--- src/rtl/load_store_unit.sv ---
// rtl/load_store_unit.sv - byte/half/word load-store initiator for word-only DataMemory
module load_store_unit #(
  parameter int MEM_WORDS = 256,
  parameter int ADDR_W    = 32
) (
  input  logic              Clk,
  input  logic              Rst_n,
  input  logic              req_valid,
  output logic              req_ready,
  input  logic              req_we,
  input  logic [1:0]        req_size,
  input  logic              req_unsigned,
  input  logic [ADDR_W-1:0] req_addr,
  input  logic [31:0]       req_wdata,
  output logic              resp_valid,
  input  logic              resp_ready,
  output logic [31:0]       resp_rdata,
  output logic              resp_err,
  output logic              MR,
  output logic              MW,
  output logic [ADDR_W-1:0] Addr,
  output logic [31:0]       WD,
  input  logic [31:0]       RD
);

  typedef enum logic [1:0] {IDLE, READ, WRITE, RESP} state_t;

  // First byte address past the end of DataMemory.
  localparam logic [ADDR_W:0] ADDR_LIMIT = (ADDR_W+1)'(MEM_WORDS) << 2;

  state_t      state;
  logic [1:0]  lat_lane;
  logic [1:0]  lat_size;
  logic        lat_we;
  logic        lat_uns;
  logic [15:0] lat_wdata;
  logic        acc_err;

  // Move the addressed lane(s) down to bit 0 and extend to a full word.
  function automatic logic [31:0] load_extract(input logic [31:0] word, input logic [1:0] lane,
                                               input logic [1:0] size, input logic uns);
    logic [31:0] sh;
    sh = word >> {lane, 3'b000};
    case (size)
      2'b00:   return uns ? {24'h0, sh[7:0]}  : {{24{sh[7]}}, sh[7:0]};
      2'b01:   return uns ? {16'h0, sh[15:0]} : {{16{sh[15]}}, sh[15:0]};
      default: return word;
    endcase
  endfunction

  // Replace only the addressed lane(s) of the word read back from memory.
  function automatic logic [31:0] store_merge(input logic [31:0] word, input logic [1:0] lane,
                                              input logic [1:0] size, input logic [15:0] wd);
    logic [31:0] m;
    m = word;
    if (size == 2'b00) m[{lane, 3'b000} +: 8] = wd[7:0];
    else               m[{lane[1], 4'b0000} +: 16] = wd;
    return m;
  endfunction

  // Classify the incoming request: illegal size, misalignment or out of range.
  always_comb begin
    acc_err = 1'b0;
    case (req_size)
      2'b01:   acc_err = req_addr[0];
      2'b10:   acc_err = |req_addr[1:0];
      2'b11:   acc_err = 1'b1;
      default: acc_err = 1'b0;
    endcase
    if ({1'b0, req_addr} >= ADDR_LIMIT) acc_err = 1'b1;
  end

  // Request/response sequencer; every output is a register so MR/MW are glitch-free.
  always_ff @(posedge Clk or negedge Rst_n) begin
    if (!Rst_n) begin
      state      <= IDLE;
      req_ready  <= 1'b1;
      resp_valid <= 1'b0;
      resp_rdata <= 32'h0;
      resp_err   <= 1'b0;
      MR         <= 1'b0;
      MW         <= 1'b0;
      Addr       <= '0;
      WD         <= 32'h0;
      lat_lane   <= 2'b00;
      lat_size   <= 2'b00;
      lat_we     <= 1'b0;
      lat_uns    <= 1'b0;
      lat_wdata  <= 16'h0;
    end else begin
      case (state)
        IDLE: begin
          if (req_valid && req_ready) begin
            lat_lane  <= req_addr[1:0];
            lat_size  <= req_size;
            lat_we    <= req_we;
            lat_uns   <= req_unsigned;
            lat_wdata <= req_wdata[15:0];
            req_ready <= 1'b0;
            if (acc_err) begin
              state      <= RESP;
              resp_valid <= 1'b1;
              resp_err   <= 1'b1;
              resp_rdata <= 32'h0;
            end else begin
              Addr <= {req_addr[ADDR_W-1:2], 2'b00};
              if (req_we && req_size == 2'b10) begin
                // Full-word stores need no read-back.
                state <= WRITE;
                MW    <= 1'b1;
                WD    <= req_wdata;
              end else begin
                state <= READ;
                MR    <= 1'b1;
              end
            end
          end
        end
        READ: begin
          MR <= 1'b0;
          if (lat_we) begin
            state <= WRITE;
            MW    <= 1'b1;
            WD    <= store_merge(RD, lat_lane, lat_size, lat_wdata);
          end else begin
            state      <= RESP;
            resp_valid <= 1'b1;
            resp_err   <= 1'b0;
            resp_rdata <= load_extract(RD, lat_lane, lat_size, lat_uns);
          end
        end
        WRITE: begin
          MW         <= 1'b0;
          state      <= RESP;
          resp_valid <= 1'b1;
          resp_err   <= 1'b0;
          resp_rdata <= 32'h0;
        end
        RESP: begin
          if (resp_valid && resp_ready) begin
            resp_valid <= 1'b0;
            req_ready  <= 1'b1;
            state      <= IDLE;
          end
        end
        default: state <= IDLE;
      endcase
    end
  end

endmodule

--- config.mk ---
export PLATFORM = sky130hd
export DESIGN_NAME = load_store_unit
export DESIGN_NICKNAME = d
export VERILOG_FILES = /design/src/rtl/load_store_unit.sv
export SDC_FILE = /design/constraint.sdc
export NUM_CORES = 1
export LEC_CHECK = 0
export CORE_ASPECT_RATIO = 1.5
export CORE_MARGIN = 8
export CORE_UTILIZATION = 47
export DETAILED_ROUTE_END_ITERATION = 12
export GPL_TIMING_DRIVEN = 0
export PLACE_DENSITY = 0.89
export RECOVER_POWER = 50
export SLEW_MARGIN = 30
export SYNTH_ARGS = -nofsm -noshare
export SYNTH_HDL_FRONTEND = slang
export SYNTH_SLANG_ARGS = --single-unit
--- constraint.sdc ---
create_clock -name Clk -period 2.6 [get_ports Clk]
set_clock_uncertainty 0.05 [all_clocks]
set_input_delay 0.39 -clock Clk [delete_from_list [all_inputs] [get_ports Clk]]
set_output_delay 0.39 -clock Clk [all_outputs]
set_load 0.1 [all_outputs]
==> results.cfg <==
[outcome]
status = completed

[timing]
setup_viol = 0
hold_viol_final = 0
min_period_over_period_pct = 97.0
period_needed_ns = 2.52
clock.fmax_ghz = 0.397
rsz0062_at_grt = false
slew_headroom_pct = 20.0
drv_slew = 0
fin_hold_ws_ns = 0.446
worst_pin_slew_ns = 1.21

[power_and_ir_drop]
power_leakage_nw = 4.20
p_per_area_nw_per_um2 = 1480
ir_drop_mv = 0.708

[synth]
synth_cell_types = 56
synth-seq-area-share_pct = 47.9
ys.flop_type = dfrtp_1
synth_top_area_share_pct = 47.5
avgSynthCellArea_um2 = 10.6
synth_edf_count = 0
yosysTopAreaCell = dfrtp_1
async_flop_share_pct = 100
synth.cell_area_um2 = 6430
yosys_warnings = 0
syn_inst = 609
yosys-top-cells-area = dfrtp_1 47%, mux2_4 7.0%, nand2_1 5.2%
ys_ff_latch = 123

[grt]
grt_overflow = 0
antenna_found_initial = 1
grt_max_degree = 81
grt_usage_pct = 25.0
grt_pass1_wl_um = 35200
grt_pass1_vias = 6249

[clocking]
clkTransAtPathRegs_ns = 0.06
cts_made_buffers = 17
cts-root-buf = clkbuf_16
clock_latency_ns = 0.42
ctsHtreeMaxLevel = 4
clk_path_buf_depth = 2
clock-sinks = 123
cts_tree = built

[critical_path]
startpoint = lat_lane[0]$_DFFE_PN0P_
critPathRequiredTime_ns = 2.85
worst-setup-path-type = reg -> reg
cp_max_fo = 8
r2r_start = lat_lane[0]$_DFFE_PN0P_
arrival_ns = 2.77
endpoint_kind = flop
start_kind = flop

[placement]
dp_hpwl_um = 16700
gp_congestion = 0.946
dpl_cell_area_um2 = 8690
io_buffers = 202

[floorplanning]
io_pins = 205
fp.dieH_um = 159
coreArea_um2 = 13400
die_x_um = 111
floorplan.initialDensity_pct = 48.0
dieArea_um2 = 17800
fp-row-count = 52

[layout]
area_delta_synth_final_pct = 44.4
final_area_um2 = 9280
antenna_cells = 0
drive_gt1_share_pct = 12.5
nNetsFinal = 946

[run]
maxCapViolCount = 0

[drt]
drt-initial-drc-count = 549
drt-vias-per-instance = 5.90
drtAntennaViolNets = 0
vias = 5950
wire_per_inst_um = 22.5
drcViolationCount = 0
drtPass1Iterations = 6
wl_um = 22600

[min_path]
min_from = Addr[18]$_DFFE_PN0P_
min_path_type = reg -> reg
-- critical path, cell delays in order (launching register included) --
cell	delay, ns
dfrtp_1	0.44
inv_1	0.34
ha_1	0.39
nor2_1	0.07
a41o_1	0.35
a22oi_1	0.28
a21oi_1	0.17
mux2_4	0.32
-- synth_stat cells (all sizes together), types with 3 or more instances --
cell / n
a21oi: 28
a22o: 26
a22oi: 41
a31oi: 18
buf: 20
clkbuf: 21
dfrtp: 122
ha: 9
inv: 17
mux2: 44
mux2i: 19
nand2: 89
nand2b: 18
nor2: 48
nor2b: 24
nor3: 3
nor4: 7
o21ai: 17
o221ai: 6
o2bb2ai: 8
-- layout by cell type, fill, tap and decap left out, drive strengths merged, types with 2 or more instances in the layout --
master and n:
bufinv 4, clkbuf 44, o2bb2ai 8, nand3b 2
mux2i 19, nor2 48, a21oi 28, o21ai 17
inv 19, clkdlybuf4s50 199, a22oi 41, dfrtp 122
clkinv 4, conb 2, mux2 44, nor3 3
a41o 2, a31oi 18, ha 9, clkinvlp 3
o211ai 2, nor4 7, o221ai 6, buf 20
nor2b 24, nand2b 18, a22o 26, nand2 89
-- worst paths after layout --
check                      cells past startpoint                   end  slack (ns)
max                                            7    WD[16]$_DFFE_PN0P_        0.08
min                                            1  Addr[18]$_DFFE_PN0P_        0.45
max reg2reg                                    7    WD[16]$_DFFE_PN0P_        0.08
min reg2reg                                    1  Addr[18]$_DFFE_PN0P_        0.45
max in group asynchronous                      3  Addr[20]$_DFFE_PN0P_        0.54
min in group asynchronous                      2    WD[18]$_DFFE_PN0P_        0.66
-- report_power, final --
part / internal [mW] / leakage, nW / switching, mW
combinational: 2.45 / 2.30 / 5.72
sequential: 2.53 / 1.59 / 0.490
clock: 1.64 / 0.300 / 0.922
-- per-layer routing --
metal	GRT usage (%)	share of wire (%)	up-vias
li1	-	-	2620
met1	26.6	36	2819
met2	42.1	49	400
met3	8.41	9.3	109
met4	14.5	5.8	2
met5	0	0.057	-
-- cells by family after synthesis --
logic type / synth area share (%)
buffers and inverters: 4.44
AND/OR/NAND/NOR: 15.0
multiplexers: 12.8
adder cells (fa/ha/maj): 1.75
other: 0.0583
AO/OA/AOI/OAI: 18.1
flip-flops: 47.9
-- timing repair --
item / 4_1_cts / 5_1_grt
setup buffers: 0 / 0
hold endpoints to repair: 43 / 0
endpoints found under the setup margin: 0 / 20
gates resized for setup: 0 / 3
hold buffers: 1 / 0
-- through the flow --
step           power, mW  util, %  setup slack [ns]  instances  TNS [ns]
5_1_grt             14.3     69.3            0.0137       1008         0
2_1_floorplan       9.03        -             0.252        610         0
6_report            13.8     69.3            0.0783       1008         0
4_1_cts             13.7     69.6            0.0229       1008         0
3_3_place_gp        10.9     64.6             -3.70        974   -454.25
3_5_place_dp        11.1     64.8            -0.197        975     -3.56
-- flip-flops by register name, indices dropped and copies added (netlist names) --
name and count:
WD 32, lat_size 2, lat_lane 2, MW 1, resp_valid 1, MR 1, req_ready 1, resp_err 1
resp_rdata 32, Addr 30, state 2, lat_uns 1, lat_wdata 16, lat_we 1
-- final cells by class --
cell class                 count  area (µm²)
fill                         966        4120
sequential                   123        3080
multi-input combinational    429        3060
timing repair buffer         204        2030
clock buffer                  19         443
buffer                        41         220
tap                          162         203
clock inverter                13         191
inverter                      17        63.8
Power figures use the tool's default switching activity.
==> edit, RTL diff (same flow settings) <==
Register the output `resp_err` once more, without a reset; this adds one clock of latency there. The other outputs are not delayed to match.
--- a/src/rtl/load_store_unit.sv
+++ b/src/rtl/load_store_unit.sv
@@ -28,4 +28,6 @@
   // First byte address past the end of DataMemory.
   localparam logic [ADDR_W:0] ADDR_LIMIT = (ADDR_W+1)'(MEM_WORDS) << 2;
+
+  logic resp_err_s0;
 
   state_t      state;
@@ -78,5 +80,5 @@
       resp_valid <= 1'b0;
       resp_rdata <= 32'h0;
-      resp_err   <= 1'b0;
+      resp_err_s0 <= 1'b0;
       MR         <= 1'b0;
       MW         <= 1'b0;
@@ -101,5 +103,5 @@
               state      <= RESP;
               resp_valid <= 1'b1;
-              resp_err   <= 1'b1;
+              resp_err_s0 <= 1'b1;
               resp_rdata <= 32'h0;
             end else begin
@@ -126,5 +128,5 @@
             state      <= RESP;
             resp_valid <= 1'b1;
-            resp_err   <= 1'b0;
+            resp_err_s0 <= 1'b0;
             resp_rdata <= load_extract(RD, lat_lane, lat_size, lat_uns);
           end
@@ -134,5 +136,5 @@
           state      <= RESP;
           resp_valid <= 1'b1;
-          resp_err   <= 1'b0;
+          resp_err_s0 <= 1'b0;
           resp_rdata <= 32'h0;
         end
@@ -149,4 +151,8 @@
   end
 
+  always_ff @(posedge Clk) begin
+    resp_err <= resp_err_s0;
+  end
+
 endmodule
 
Check against the original RTL: not equivalent (Yosys sat finds a counterexample within 4 cycles, from zero or initial values and one cycle with Rst_n low).
==> edit against the unedited design <==
  * Register-to-register slack improved by 0.07 ns
  * Global-route usage barely moved
  * First-iteration DRC count is 29% lower
  * Wire length is 1.5% lower
  * Total power is essentially flat
  * Count of clock-buffer cells in the layout decreased by 2
  * Area after synthesis up 0.33%
  * Setup slack worse by 0.038 ns
  * Sequential cell count is 1 higher
  * Cell area increased by 0.35%
  * Largest cell class unchanged
  * Largest power group unchanged
==> edit: results (changes against the unedited design) <==
{
  "cellPowerDensity": {"value": 1480, "unit": "mW/mm²", "change": "-0.31%"},
  "drt_pass1_iterations": {"value": 5, "change": "-1"},
  "ctsHtreeMaxLevel": {"value": 4, "change": "unchanged"},
  "status": {"value": "finished clean"},
  "fraction_of_layout_instances_using_a_drive_strength_above_1": {"value": 12.0, "unit": "%", "change": "-0.50 points"},
  "ys.warnings.count": {"value": 0, "change": "unchanged"},
  "power.ir.vdd_worst": {"value": 0.000714, "unit": "V", "change": "+0.85%"},
  "grt_start_max_net_pins": {"value": 83, "change": "+2.5%"},
  "clock_tree.buffer_depth": {"value": 2, "change": "unchanged"},
  "power_leakage": {"value": 0.00426, "unit": "µW", "change": "+1.5%"},
  "postSynth.asyncResetShare": {"value": 99.2, "unit": "%", "change": "-0.81 points"},
  "synthesis.instances": {"value": 610, "change": "+0.16%"},
  "reg2reg_depth": {"value": 9, "change": "+2"},
  "numPlacedInstances": {"value": 976, "change": "+0.10%"},
  "synth.distinct_cells": {"value": 57, "change": "+1.8%"},
  "transition_at_the_pin_with_the_smallest_max_transition_slack": {"value": 1.29, "unit": "ns", "change": "+0.0825 ns"},
  "cp.arrival": {"value": 2.12, "unit": "ns", "change": "-0.65 ns"},
  "cpMaxStageDelayCell": {"value": "sky130_fd_sc_hd__clkdlybuf4s50_1"},
  "ys_seq_area_share": {"value": 48.1, "unit": "%", "change": "+0.15 points"},
  "timing.critical_path.slowest_cell_delay": {"value": 1.14, "unit": "ns", "change": "+0.70 ns"},
  "hpwl": {"value": 16.7, "unit": "mm", "change": "-0.10%"},
  "synth_top_cells_by_area": {"value": "sky130_fd_sc_hd__dfrtp_1, sky130_fd_sc_hd__mux2_4, sky130_fd_sc_hd__nand2_1"},
  "place_ws": {"value": -0.0525, "unit": "ns", "change": "+0.145 ns"},
  "drt_first_iter_violations": {"value": 390, "change": "-29%"},
  "drt-total-wl": {"value": 22.3, "unit": "mm", "change": "-1.5%"},
  "final_net_count": {"value": 949, "change": "+0.32%"},
  "sw_frac_of_total": {"value": 51.6, "unit": "%", "change": "-0.24 points"},
  "instance_area_after_placement": {"value": 0.00871, "unit": "mm²", "change": "+0.24%"},
  "power_frac_comb": {"value": 59.1, "unit": "%", "change": "-0.4 points"},
  "first_global_vias": {"value": 6212, "change": "-0.59%"},
  "gpl.final_weighted_congestion": {"value": 0.942, "change": "-0.43%"},
  "grt_first_pass_wirelength": {"value": 34.7, "unit": "mm", "change": "-1.4%"},
  "min_path_cells": {"value": 0, "change": "-1"},
  "route.vias.total": {"value": 5914, "change": "-0.61%"},
  "cp_max_fo": {"value": 5, "change": "-3"},
  "path_delay_family": {"value": "buffers and inverters"},
  "global_route.usage.total": {"value": 25.0, "unit": "%", "change": "about the same"},
  "antenna_found_initial": {"value": 0, "change": "-1"},
  "finish.cell_count_without_fillers": {"value": 1010, "change": "+0.20%"}
}
-- edit: changes by cell type after synthesis, sizes merged --
cell and delta:
dfxtp +1
-- edit: kinds of logic (layout without fill, tap and decap cells) --
family                   count (synthesis)  after routing  share of synthesized area, %
other                                    1              2                        0.0582
flip-flops                             124            124                          48.1
adder cells (fa/ha/maj)                  9              9                          1.75
multiplexers                            64             64                          12.7
buffers and inverters                   58            295                          4.44
AO/OA/AOI/OAI                          158            158                          18.1
AND/OR/NAND/NOR                        196            196                          14.9
-- edit: worst paths after layout --
| path | from | endpoint | slack, ns |
|---|---|---|---|
| max | req_ready$_DFFE_PN1P_ | req_ready | 0.04 |
| min | resp_err_s0$_DFFE_PN0P_ | resp_err$_DFF_P_ | 0.35 |
| max reg2reg | state[0]$_DFFE_PN0P_ | resp_rdata[22]$_DFFE_PN0P_ | 0.15 |
| min reg2reg | resp_err_s0$_DFFE_PN0P_ | resp_err$_DFF_P_ | 0.35 |
| max in group asynchronous | Rst_n | WD[0]$_DFFE_PN0P_ | 0.59 |
| min in group asynchronous | Rst_n | resp_rdata[7]$_DFFE_PN0P_ | 0.62 |
-- edit: what timing repair did --
action	CTS	global route
resized for setup	0	2
hold buffers	1	0
hold endpoints to repair	41	0
buffers inserted	0	2
endpoints found under the setup margin	0	18
-- edit: routing by layer --
layer	global-route usage, %	up-vias	wire length (µm)
li1	-	2629	-
met1	26.9	2807	8010
met2	42.8	395	11100
met3	7.63	83	2100
met4	13.5	0	1070
met5	0	-	0
-- edit: layout make-up --
class | count | area, µm²
buffer | 41 | 218
clock buffer | 17 | 425
clock inverter | 14 | 206
fill | 971 | 4150
inverter | 17 | 63.8
multi-input combinational | 429 | 3060
sequential | 124 | 3100
tap | 162 | 203
timing repair buffer | 206 | 2040
